$ cat src/rtl/div_pkg.sv
// Shared types and constants for the sequential restoring divider.
package div_pkg;

    localparam int DW_DEFAULT = 16;
    localparam int CNT_W      = $clog2(2 * DW_DEFAULT);

    typedef enum logic [1:0] {
        IDLE,
        CALC,
        DONE
    } state_t;

    function automatic int cnt_w(input int dw);
        return $clog2(2 * dw);
    endfunction

endpackage

$ cat src/rtl/div_step.sv
// One combinational restoring-division step: shift in a dividend bit, trial-subtract the divisor.
module div_step
    import div_pkg::*;
#(
    parameter int DW = DW_DEFAULT
) (
    input  logic [DW-1:0] rem_i,
    input  logic          bit_i,
    input  logic [DW-1:0] d_i,
    output logic [DW-1:0] rem_o,
    output logic          q_bit_o
);

    logic [DW:0] shifted;
    logic [DW:0] trial;

    // rem_i < d_i on entry, so the true difference lies in [-d, d-1] and the
    // MSB of the DW+1-bit trial is a reliable sign bit.
    always_comb begin
        shifted = {rem_i, bit_i};
        trial   = shifted - {1'b0, d_i};
        q_bit_o = ~trial[DW];
        rem_o   = q_bit_o ? trial[DW-1:0] : shifted[DW-1:0];
    end

endmodule

$ cat src/rtl/seq_divider_32x16.sv
// Multi-cycle restoring divider (2*DW / DW), one quotient bit per clock, valid/ready on both sides.
// Define DIV_SELF_CHECK_EN to add a q*d+r == n result checker driving chk_err.
module seq_divider_32x16
    import div_pkg::*;
#(
    parameter int DW = DW_DEFAULT
) (
    input  logic            clk,
    input  logic            rst,
    input  logic            in_valid,
    output logic            in_ready,
    input  logic [2*DW-1:0] n,
    input  logic [DW-1:0]   d,
    output logic            out_valid,
    input  logic            out_ready,
    output logic [2*DW-1:0] q,
    output logic [DW-1:0]   r,
    output logic            dz,
    output logic            chk_err
);

    localparam int CW = cnt_w(DW);

    state_t          state_q, state_d;
    logic [2*DW-1:0] sreg_q, sreg_d;
    logic [DW-1:0]   rem_q, rem_d;
    logic [DW-1:0]   d_q, d_d;
    logic [CW-1:0]   cnt_q, cnt_d;
    logic            in_ready_q, in_ready_d;
    logic            out_valid_q, out_valid_d;
    logic [2*DW-1:0] q_q, q_d;
    logic [DW-1:0]   r_q, r_d;
    logic            dz_q, dz_d;

    logic [DW-1:0]   step_rem;
    logic            step_bit;

    div_step #(.DW(DW)) u_step (
        .rem_i   (rem_q),
        .bit_i   (sreg_q[2*DW-1]),
        .d_i     (d_q),
        .rem_o   (step_rem),
        .q_bit_o (step_bit)
    );

    always_comb begin
        // NOTE: every *_d is given its hold value before the case, so no branch leaves one unassigned and no latch is inferred.
        state_d     = state_q;
        sreg_d      = sreg_q;
        rem_d       = rem_q;
        d_d         = d_q;
        cnt_d       = cnt_q;
        in_ready_d  = in_ready_q;
        out_valid_d = out_valid_q;
        q_d         = q_q;
        r_d         = r_q;
        dz_d        = dz_q;

        unique case (state_q)
            IDLE: begin
                if (in_valid) begin
                    d_d        = d;
                    in_ready_d = 1'b0;
                    if (d == '0) begin
                        state_d     = DONE;
                        out_valid_d = 1'b1;
                        q_d         = '1;
                        r_d         = n[DW-1:0];
                        dz_d        = 1'b1;
                    end else begin
                        state_d = CALC;
                        rem_d   = '0;
                        sreg_d  = n;
                        cnt_d   = CW'(2*DW - 1);
                    end
                end
            end
            CALC: begin
                // Dividend bits leave at the MSB while quotient bits enter at the LSB.
                rem_d  = step_rem;
                sreg_d = {sreg_q[2*DW-2:0], step_bit};
                cnt_d  = cnt_q - CW'(1);
                if (cnt_q == '0) begin
                    state_d     = DONE;
                    out_valid_d = 1'b1;
                    q_d         = {sreg_q[2*DW-2:0], step_bit};
                    r_d         = step_rem;
                    dz_d        = 1'b0;
                end
            end
            DONE: begin
                if (out_ready) begin
                    state_d     = IDLE;
                    out_valid_d = 1'b0;
                    in_ready_d  = 1'b1;
                end
            end
            default: begin
                state_d     = IDLE;
                in_ready_d  = 1'b1;
                out_valid_d = 1'b0;
            end
        endcase
    end

`ifdef DIV_SELF_CHECK_EN
    logic [2*DW-1:0] n_q, n_d;
    logic            chk_err_q, chk_err_d;
    logic [3*DW-1:0] recon;

    // Evaluated on the values DONE will present, so the flag is valid from the first DONE cycle.
    always_comb begin
        n_d = n_q;
        if (state_q == IDLE && in_valid) begin
            n_d = n;
        end
        recon     = (3*DW)'(q_d) * (3*DW)'(d_q) + (3*DW)'(r_d);
        chk_err_d = (state_d == DONE) && !dz_d &&
                    ((recon != (3*DW)'(n_q)) || (r_d >= d_q));
    end

    assign chk_err = chk_err_q;
`else
    assign chk_err = 1'b0;
`endif

    always_ff @(posedge clk) begin
        // NOTE: state flops use non-blocking assignment so every flop samples pre-edge values regardless of statement order.
        if (rst) begin
            state_q     <= IDLE;
            sreg_q      <= '0;
            rem_q       <= '0;
            d_q         <= '0;
            cnt_q       <= '0;
            in_ready_q  <= 1'b1;
            out_valid_q <= 1'b0;
            q_q         <= '0;
            r_q         <= '0;
            dz_q        <= 1'b0;
`ifdef DIV_SELF_CHECK_EN
            n_q         <= '0;
            chk_err_q   <= 1'b0;
`endif
        end else begin
            state_q     <= state_d;
            sreg_q      <= sreg_d;
            rem_q       <= rem_d;
            d_q         <= d_d;
            cnt_q       <= cnt_d;
            in_ready_q  <= in_ready_d;
            out_valid_q <= out_valid_d;
            q_q         <= q_d;
            r_q         <= r_d;
            dz_q        <= dz_d;
`ifdef DIV_SELF_CHECK_EN
            n_q         <= n_d;
            chk_err_q   <= chk_err_d;
`endif
        end
    end

    assign in_ready  = in_ready_q;
    assign out_valid = out_valid_q;
    assign q         = q_q;
    assign r         = r_q;
    assign dz        = dz_q;

endmodule

$ cat config.mk
export PLATFORM = sky130hd
export DESIGN_NAME = seq_divider_32x16
export DESIGN_NICKNAME = d
export VERILOG_FILES = /design/src/rtl/div_pkg.sv /design/src/rtl/div_step.sv /design/src/rtl/seq_divider_32x16.sv
export SDC_FILE = /design/constraint.sdc
export NUM_CORES = 1
export LEC_CHECK = 0
export ABC_AREA = 1
export CORE_ASPECT_RATIO = 1.25
export CORE_MARGIN = 2
export CORE_UTILIZATION = 39
export CTS_CLUSTER_DIAMETER = 40
export CTS_CLUSTER_SIZE = 28
export DETAILED_ROUTE_END_ITERATION = 8
export PLACE_DENSITY = 0.71
export SLEW_MARGIN = 20
export SYNTH_ARGS = -nofsm -noshare
export SYNTH_HDL_FRONTEND = slang
export SYNTH_SLANG_ARGS = --single-unit
$ cat constraint.sdc
create_clock -name clk -period 3.7 [get_ports clk]
set_input_delay 0.555 -clock clk [delete_from_list [all_inputs] [get_ports clk]]
set_output_delay 0.555 -clock clk [all_outputs]
set_load 0.01 [all_outputs]
## Yosys cells after proc, flatten, opt, wreduce, memory -nomap -nowiden

Cells that the tools add are included.

- Input bits: 52
- Output and inout port bits: 52
- Register bits: 122
- Logic and storage cells: 64

- Equality and inequality tests: 7
- Reduce and logical (&&, ||, !) cells: 10
- Multiplexer cells: 33
- Add/sub/neg operators: 2
- Bitwise logic cells: 2

Operators with widths:

| kind | number |
|---|---|
| 32-bit two-way mux | 5 |
| 32-bit case mux with 2 select lines | 2 |
| 16-bit two-way mux | 6 |
| 16-bit case mux with 2 select lines | 2 |
| 17-bit by 16-bit subtractor with 17-bit output | 1 |
| 16-bit zero test | 1 |
| 5-bit two-way mux | 2 |
| 2-bit inequality test (second input constant) | 5 |
| 5-bit case mux with 2 select lines | 1 |
| 3-bit AND reduction | 3 |
| 2-bit two-way mux | 4 |
| 4-bit AND reduction | 2 |
| 1-bit two-way mux | 7 |
| 1-bit case mux with 3 select lines | 2 |
| 2-bit case mux with 3 select lines | 1 |
| 5-bit zero test | 1 |
| 5-bit by 1-bit subtractor with 5-bit output (second input constant) | 1 |
| 2-bit by 1-bit == test with 1-bit output (second input constant) | 1 |
| 2-bit == test (second input constant) | 1 |
| 2-bit zero test | 1 |
| 1-bit NOT | 2 |
| 1-bit case mux with 2 select lines | 1 |
| 2-bit AND reduction | 1 |
| 2-bit nonzero test | 1 |

## Longest topological paths before layout

Gate-level depths: netlist of the first run.

- Word-level depth: 4
- Mapped depth: 17
- Depth with buffers taken out: 16

## Hierarchy

From an unflattened synthesis of the first run, not the netlist that was laid out.

- Cells, all modules: 1042
- Area, all modules: 6795.3 um^2

Modules (own cells, without submodules):

| module | area each (um^2) | cells an instance | seq. area each (um^2) | instances |
|---|---|---|---|---|
| seq_divider_32x16 | 5345.1 | 760 | 2442.3 | 1 |
| div_step | 1450.1 | 282 | 0.0 | 1 |

## Worst setup path after synthesis of the first run

OpenSTA, ideal clock, no wires.

- Path type: reg-to-reg
- From: reg sreg_q[31]
- To: reg rem_q[7]
- Path buffers: 1
- Data required time: 3644 ps
- Clock period less this slack: 2039 ps
- Stages on the path, launching flop included: 18
- Path slack: 1661 ps
- Arrival: 1983 ps
- Library setup time: 56 ps
- Cell sequence: dfxtp_1 inv_1 ha_1 fa_1 inv_1 nand2_1 nand2_1 nand3_1 nand2_1 nand2_1 nand2_1 nand2_1 nand2_4 buf_6 nand3_2 nand3_1 nand2_1 inv_1

- Word-level cells in the longest chain between the ends: 3

RTL lines:

| item | line | RTL |
|---|---|---|
| start: declaration | seq_divider_32x16.sv:25 | `logic [2*DW-1:0] sreg_q, sreg_d;` |
| start signal: assignment | seq_divider_32x16.sv:146 | `sreg_q <= sreg_d;` |
| 17-bit by 16-bit subtractor with 17-bit output | div_step.sv:21 | `trial = shifted - {1'b0, d_i};` |
| 16-bit two-way mux | div_step.sv:23 | `rem_o = q_bit_o ? trial[DW-1:0] : shifted[DW-1:0];` |
| 16-bit case mux with 2 select lines | seq_divider_32x16.sv:59 | `unique case (state_q)` |
| end signal: assignment | seq_divider_32x16.sv:147 | `rem_q <= rem_d;` |
| end: declaration | seq_divider_32x16.sv:26 | `logic [DW-1:0] rem_q, rem_d;` |

Every way passes these cells.
A chain may end at the register's enable or synchronous reset.

## Final worst setup path of the first run

- From: reg sreg_q[31]
- To: reg r_q[5], in the netlist r[5]

- Word-level cells in the longest chain between the ends: 4

RTL lines:

| item | line | RTL |
|---|---|---|
| 17-bit by 16-bit subtractor with 17-bit output | div_step.sv:21 |  |
| 16-bit two-way mux | div_step.sv:23 |  |
| 16-bit two-way mux | seq_divider_32x16.sv:83 | `if (cnt_q == '0) begin` |
| 16-bit case mux with 2 select lines | seq_divider_32x16.sv:59 |  |
| end signal: assignment | seq_divider_32x16.sv:153 | `r_q <= r_d;` |
| end: declaration | seq_divider_32x16.sv:32 | `logic [DW-1:0] r_q, r_d;` |

Every way passes these cells. The select of a mux whose other input is x is not followed.

==> impl_metrics.py, run 1 <==
metrics = {
    "outcome": {
        "status": "finished clean",
    },
    "synthesis": {
        "synth_most_common_cell": "nand2_1",
        "yosysTopAreaCell": "dfxtp_1",
        "yosysWarnings": 0,
        "syn_nets": 997,
        "synth.avg_cell_area_um2": 6.84,
        "synth-async-reset-ratio": 0,
        "synth-seq-cells": 122,
        "yosys-top-cells-count": "205 x nand2_1, 122 x dfxtp_1, 117 x inv_1",
        "synthTopCellsByArea": "dfxtp_1 39%, nand2_1 12%, inv_1 6.9%",
        "syn_inst": 926,
        "syn_area_um2": 6330,
        "ys_types": 38,
        "yosysSeqAreaShare": 0.386,
        "synthFlopType": "dfxtp_1",
        "synth_top_area_share": 0.386,
        "synth_edf_count": 0,
    },
    "power": {
        "p_int_uw": 3060,
        "power_switching_uw": 1370,
        "pwr-share-clk": 0.394,
        "peakVddDrop_uv": 295,
        "comb_power_share": 0.253,
        "power.switching_fraction": 0.310,
        "power.share.sequential": 0.353,
        "design_power_total_uw": 4430,
        "power.leakage_uw": 0.00373,
        "power.density_nw_per_um2": 551,
    },
    "routing": {
        "num_vias": 6062,
        "drt_iter0_drc": 382,
        "routed_via_density": 4.91,
        "wl_per_cell_um": 13.8,
        "routed_wirelength_mm": 17.0,
        "drt_pass1_iterations": 6,
        "drtAntennaViolNets": 0,
        "drc_errors": 0,
    },
    "worst_setup_path": {
        "reg2reg_slack_ns": 1.18,
        "critPathTopFamily": "simple AND/OR/NAND/NOR gates",
        "crit_fanout": 17,
        "rr_startpoint": "sreg_q[31]",
        "crit_path_frequent_cell": "nand2_1",
        "crit_type": "flop to flop",
        "critPathBufInv": 3,
        "cp_data_required_time_ns": 4.06,
        "cp_cell_sequence": "inv_1 > ha_1 > fa_1 > inv_1 > nand2_1 > nand2_1 > nand3_1 > nand2_1 > nand2_1 > nand2_1 > nand2_1 > nand2_2 > nand3_1 > nand3_1 > nand2_1 > inv_1",
        "r2r_cells": 16,
        "crit_path_end_kind": "flop",
        "crit_path_top_delay_cell": "fa_1",
        "critical_path_arrival_ns": 2.88,
        "cp-endpoint": "r[5]",
        "cp_slowest_stage_delay_ns": 0.41,
        "startpoint_type": "flop",
        "reg2reg_to": "r[5]",
        "worst-path-stages": 16,
        "cp-startpoint": "sreg_q[31]",
    },
    "global_route": {
        "first_global_vias": 5731,
        "grt_usage": 0.200,
        "gr-total-overflow": 0,
        "antenna_found_initial": 0,
        "grt_pass1_wl_mm": 28.1,
        "grt_max_degree": 68,
    },
    "layout": {
        "final_layout_size_suffix_gt1_frac": 0.0608,
        "nets": 1077,
        "antennaDiodeCount": 0,
        "area_growth_pct": 27.2,
    },
    "cts": {
        "cts_tree": "done",
        "cts_buffers": 17,
        "clkTransAtPathRegs_ns": 0.06,
        "cts_sinks": 122,
        "cts_max_path_buffers": 2,
        "cts-root-buf": "clkbuf_16",
        "ctsResizeCount": 0,
        "insertion_delay_ns": 0.41,
        "htree_levels": 4,
        "postCtsSetupBuffers": 0,
        "cts_hold_buffers": 0,
    },
    "sta": {
        "period_needed_ns": 2.52,
        "fin_crit_sh": 0.682,
        "timing.fmax_ghz": 0.396,
        "slew_viol_final": 0,
        "relSlewSlack": 0.495,
        "setup_tns_ns": 0,
        "worstMarginPinSlew_ns": 0.757,
        "final-setup-viol-count": 0,
        "skew_ns": 0.00730,
        "layout_setup_ws_ns": 1.18,
        "rsz0062_at_grt": "false",
        "hold_viol_final": 0,
    },
    "floorplan": {
        "die_w_um": 118,
        "ioPinCount": 104,
        "dieHeight_um": 146,
        "die-area_um2": 17300,
        "design.core.area_um2": 16100,
        "num_rows": 52,
        "start_util": 0.394,
    },
    "place": {
        "post-place-ws_ns": 0.952,
        "gp_congestion": 0.889,
        "dp_hpwl_mm": 12.0,
        "portBuffers": 102,
    },
    "hold_path": {
        "hold_path.class": "flop to flop",
    },
    "job": {
        "max-cap-violations": 0,
    },
}
==> how the worst min path moves through the flow <==
stage	to	start	slack [ns]	cells after the start
after floorplan	d_q[12]	d_q[12]	0.43	2
after global placement	out_valid	out_valid	0.44	2
after detailed placement	out_valid	out_valid	0.44	2
after CTS	out_valid	out_valid	0.45	2
after global routing	out_valid	out_valid	0.47	2
final	out_valid	out_valid	0.45	2
==> cell usage in the layout, fill, tap and decap left out, drive strengths merged, types with 2 or more instances in the layout <==
cell and instances:
clkinv 2, dfxtp 122, nor3 2, xnor2 2, nor2 97, o21ai 78, clkdlybuf4s50 102, clkbuf 21
a31oi 16, ha 18, inv 123, nand4 4, and2 4, o211a 8, a211oi 8, nand3 88
o21bai 8, bufinv 4, buf 10, nand2 209, xor2 7, a21oi 76, clkinvlp 4
==> tightest hold or removal path, cell delays in order (launching register included) <==
cell     delay, ns
dfxtp_1       0.31
inv_1         0.05
a21oi_1       0.05
==> state kept, by name (all words and copies together) (netlist names) <==
signal	count
sreg_q	32
cnt_q	5
state_q	2
rem_q	16
in_ready	1
r	16
dz	1
d_q	16
out_valid	1
q	32
==> kinds of logic (layout without fill, tap and decap cells) <==
family | count (synthesis) | count (layout) | share of synthesized area
and+or+nand+nor | 405 | 405 | 0.275
adders and majority gates | 19 | 19 | 0.0387
other | 1 | 1 | 0.000592
AOI/OAI and AO/OA | 197 | 197 | 0.174
DFF | 122 | 122 | 0.386
buffers and inverters | 173 | 266 | 0.114
xor gates and xnor gates | 9 | 9 | 0.0125
==> area by class of cell <==
| class | instances | area, µm² |
|---|---|---|
| clock buffers | 21 | 450 |
| clock inverters | 11 | 169 |
| fillers | 1574 | 8020 |
| inverters | 122 | 458 |
| multi-input cells | 631 | 3160 |
| flip-flops and latches | 122 | 2440 |
| well taps | 216 | 270 |
| repair buffers | 112 | 1100 |
==> power groups by stage <==
stage	Combinational [µW]	Clock, µW	Sequential (µW)
after floorplan	747	0	1600
after global placement	1100	0	1590
after detailed placement	1120	0	1590
after CTS	1130	1770	1570
after global routing	1260	1830	1590
final	1120	1750	1570
==> layer usage <==
layer	wire length, µm	share of wire	up-vias	global-route usage
met5	0	0	-	0
met3	845	0.050	29	0.0449
met2	8260	0.49	150	0.345
li1	-	-	3154	-
met1	7510	0.44	2729	0.242
met4	380	0.022	0	0.0759
==> through the flow <==
| step | instance area (µm²) | util | cells | hold slack (ns) |
|---|---|---|---|---|
| after global placement | 7430 | 0.462 | 1203 | 0.443 |
| after floorplan | 6330 | - | 926 | 0.433 |
| after global routing | 8050 | 0.501 | 1235 | 0.471 |
| final | 8050 | 0.501 | 1235 | 0.452 |
| after CTS | 8050 | 0.501 | 1235 | 0.453 |
| after detailed placement | 7430 | 0.462 | 1203 | 0.443 |
Note: power is estimated with default switching activity, not from simulation.
==> run 2, diff against run 1 <==
--- a/config.mk
+++ b/config.mk
@@ -12,7 +12,7 @@
 export CTS_CLUSTER_DIAMETER = 40
 export CTS_CLUSTER_SIZE = 28
 export DETAILED_ROUTE_END_ITERATION = 8
-export PLACE_DENSITY = 0.71
+export PLACE_DENSITY = 0.74
 export SLEW_MARGIN = 20
 export SYNTH_ARGS = -nofsm -noshare
 export SYNTH_HDL_FRONTEND = slang
==> constraint.sdc (replaced) <==
create_clock -name clk -period 2.1 [get_ports clk]
set_input_delay 0.315 -clock clk [delete_from_list [all_inputs] [get_ports clk]]
set_output_delay 0.315 -clock clk [all_outputs]
set_load 0.01 [all_outputs]
==> impl_metrics.py, run 2 (synthesis results as in run 1) <==
metrics = {
    "outcome": {
        "status": "finished with violations",
        "violations": "negative setup slack",
    },
    "cts": {
        "cts_buffers": 17,
        "cts_sinks": 122,
        "cts-root-buf": "clkbuf_16",
        "insertion_delay_ns": 0.42,
        "cts_tree": "done",
        "cts_max_path_buffers": 2,
        "htree_levels": 4,
        "clkTransAtPathRegs_ns": 0.06,
    },
    "floorplan": {
        "ioPinCount": 104,
        "die_w_um": 118,
        "die-area_um2": 17300,
        "start_util": 0.394,
        "dieHeight_um": 146,
        "num_rows": 52,
        "design.core.area_um2": 16100,
    },
    "layout": {
        "final_layout_size_suffix_gt1_frac": 0.164,
        "antennaDiodeCount": 0,
        "stdcell_count": 1292,
        "final_cell_mix": "196 x nand2_1, 121 x dfxtp_1, 111 x inv_1",
        "nets": 1135,
        "area_growth_pct": 41.3,
        "final_common_cell": "nand2_1",
        "utilization": 0.557,
    },
    "global_route": {
        "globalRouteMet1Util": 0.238,
        "grt_max_degree": 68,
        "gr-total-overflow": 0,
        "grt_usage": 0.208,
        "top_usage_layer": "met2",
        "first_global_vias": 6251,
        "grt_util_met3": 0.0570,
        "grt_pass1_wl_mm": 29.2,
        "antenna_found_initial": 0,
        "grt_use_met2": 0.352,
    },
    "sta": {
        "relSlewSlack": 0.585,
        "skew_ns": 0.00870,
        "hold_viol_final": 0,
        "layout_setup_ws_ns": -0.00692,
        "setup_tns_ns": -0.00692,
        "rsz0062_at_grt": "true",
        "timing.fmax_ghz": 0.475,
        "worstMarginPinSlew_ns": 0.622,
        "period_needed_ns": 2.11,
        "fin_crit_sh": 1.00,
        "slew_viol_final": 0,
        "final-setup-viol-count": 1,
    },
    "worst_setup_path": {
        "crit_fanout": 5,
        "cp_data_required_time_ns": 2.41,
        "crit_type": "flop to flop",
        "crit_path_end_kind": "flop",
        "reg2reg_slack_ns": -0.007,
        "r2r_cells": 16,
        "startpoint_type": "flop",
        "critical_path_arrival_ns": 2.42,
    },
    "routing": {
        "drt_pass1_iterations": 5,
        "wl_per_cell_um": 14.5,
        "routed_via_density": 5.01,
        "drt_iter0_drc": 328,
        "drtAntennaViolNets": 0,
        "drc_errors": 0,
        "routed_wirelength_mm": 18.8,
        "num_vias": 6475,
    },
    "hold_path": {
        "holdPathStages": 2,
        "hold_path.class": "flop to flop",
    },
    "place": {
        "post-place-ws_ns": -0.131,
        "gp_congestion": 0.924,
        "dp_hpwl_mm": 12.8,
        "portBuffers": 102,
        "dpl.cell_count": 1257,
    },
    "power": {
        "power.leakage_uw": 0.00418,
        "peakVddDrop_uv": 530,
        "power.density_nw_per_um2": 936,
    },
    "job": {
        "max-cap-violations": 0,
    },
}
run 2: cell count changes in the layout (fill, tap and decap cells not counted), sizes merged:
cell / change
buf: +56
inv: -1
clkinvlp: -3
clkinv: +5
run 2: worst paths after layout:
path	startpoint	endpoint
setup / recovery	sreg_q[31]	r[13]
hold / removal	out_valid	out_valid
setup reg to reg	sreg_q[31]	r[13]
hold reg to reg	out_valid	out_valid
run 2: final cells by class:
cell class              count  area, µm²
clock buffers              19        443
clock inverters            12        174
fillers                  1466       7120
inverters                 122        458
multi-input cells         631       3460
flip-flops and latches    122       2440
well taps                 216        270
repair buffers            170       1700
run 2: critical path, stage by stage, from the launching register on:
cell	delay, ns
dfxtp_2	0.33
inv_2	0.04
ha_4	0.15
fa_2	0.35
inv_2	0.07
nand2_1	0.04
nand2_1	0.08
nand3_2	0.07
nand2_2	0.11
nand2_4	0.07
nand3_1	0.12
nand2_4	0.10
clkbuf_16	0.17
nand3_2	0.09
nand3_2	0.10
nand2_1	0.08
inv_1	0.04
run 2: per-stage QoR:
stage                     total power (µW)  hold slack (ns)  instance area [µm²]
final                                 8380            0.451                 8950
after detailed placement              5060            0.444                 7950
after global routing                  8790            0.473                 8950
after global placement                5040            0.443                 7950
after CTS                             8200            0.453                 8640
after floorplan                       4130            0.433                 6330
run 2: power breakdown:
part	total (µW)	switching, µW	internal, µW
sequential	2760	164	2600
combinational	2550	1410	1140
clock	3070	1060	2000
run 2: routing by layer:
| layer | wire (µm) | vias to the layer above | part of all wire |
|---|---|---|---|
| li1 | - | 3272 | - |
| met1 | 7710 | 2982 | 0.41 |
| met2 | 9180 | 172 | 0.49 |
| met3 | 1070 | 49 | 0.057 |
| met4 | 834 | 0 | 0.044 |
| met5 | 0 | - | 0 |
run 2: what timing repair did:
item	4_1_cts	5_1_grt
resized for setup	9	54
cloned	0	2
pin swaps	6	11
buffers inserted	2	0
setup endpoints to repair	34	34
hold buffers	0	0
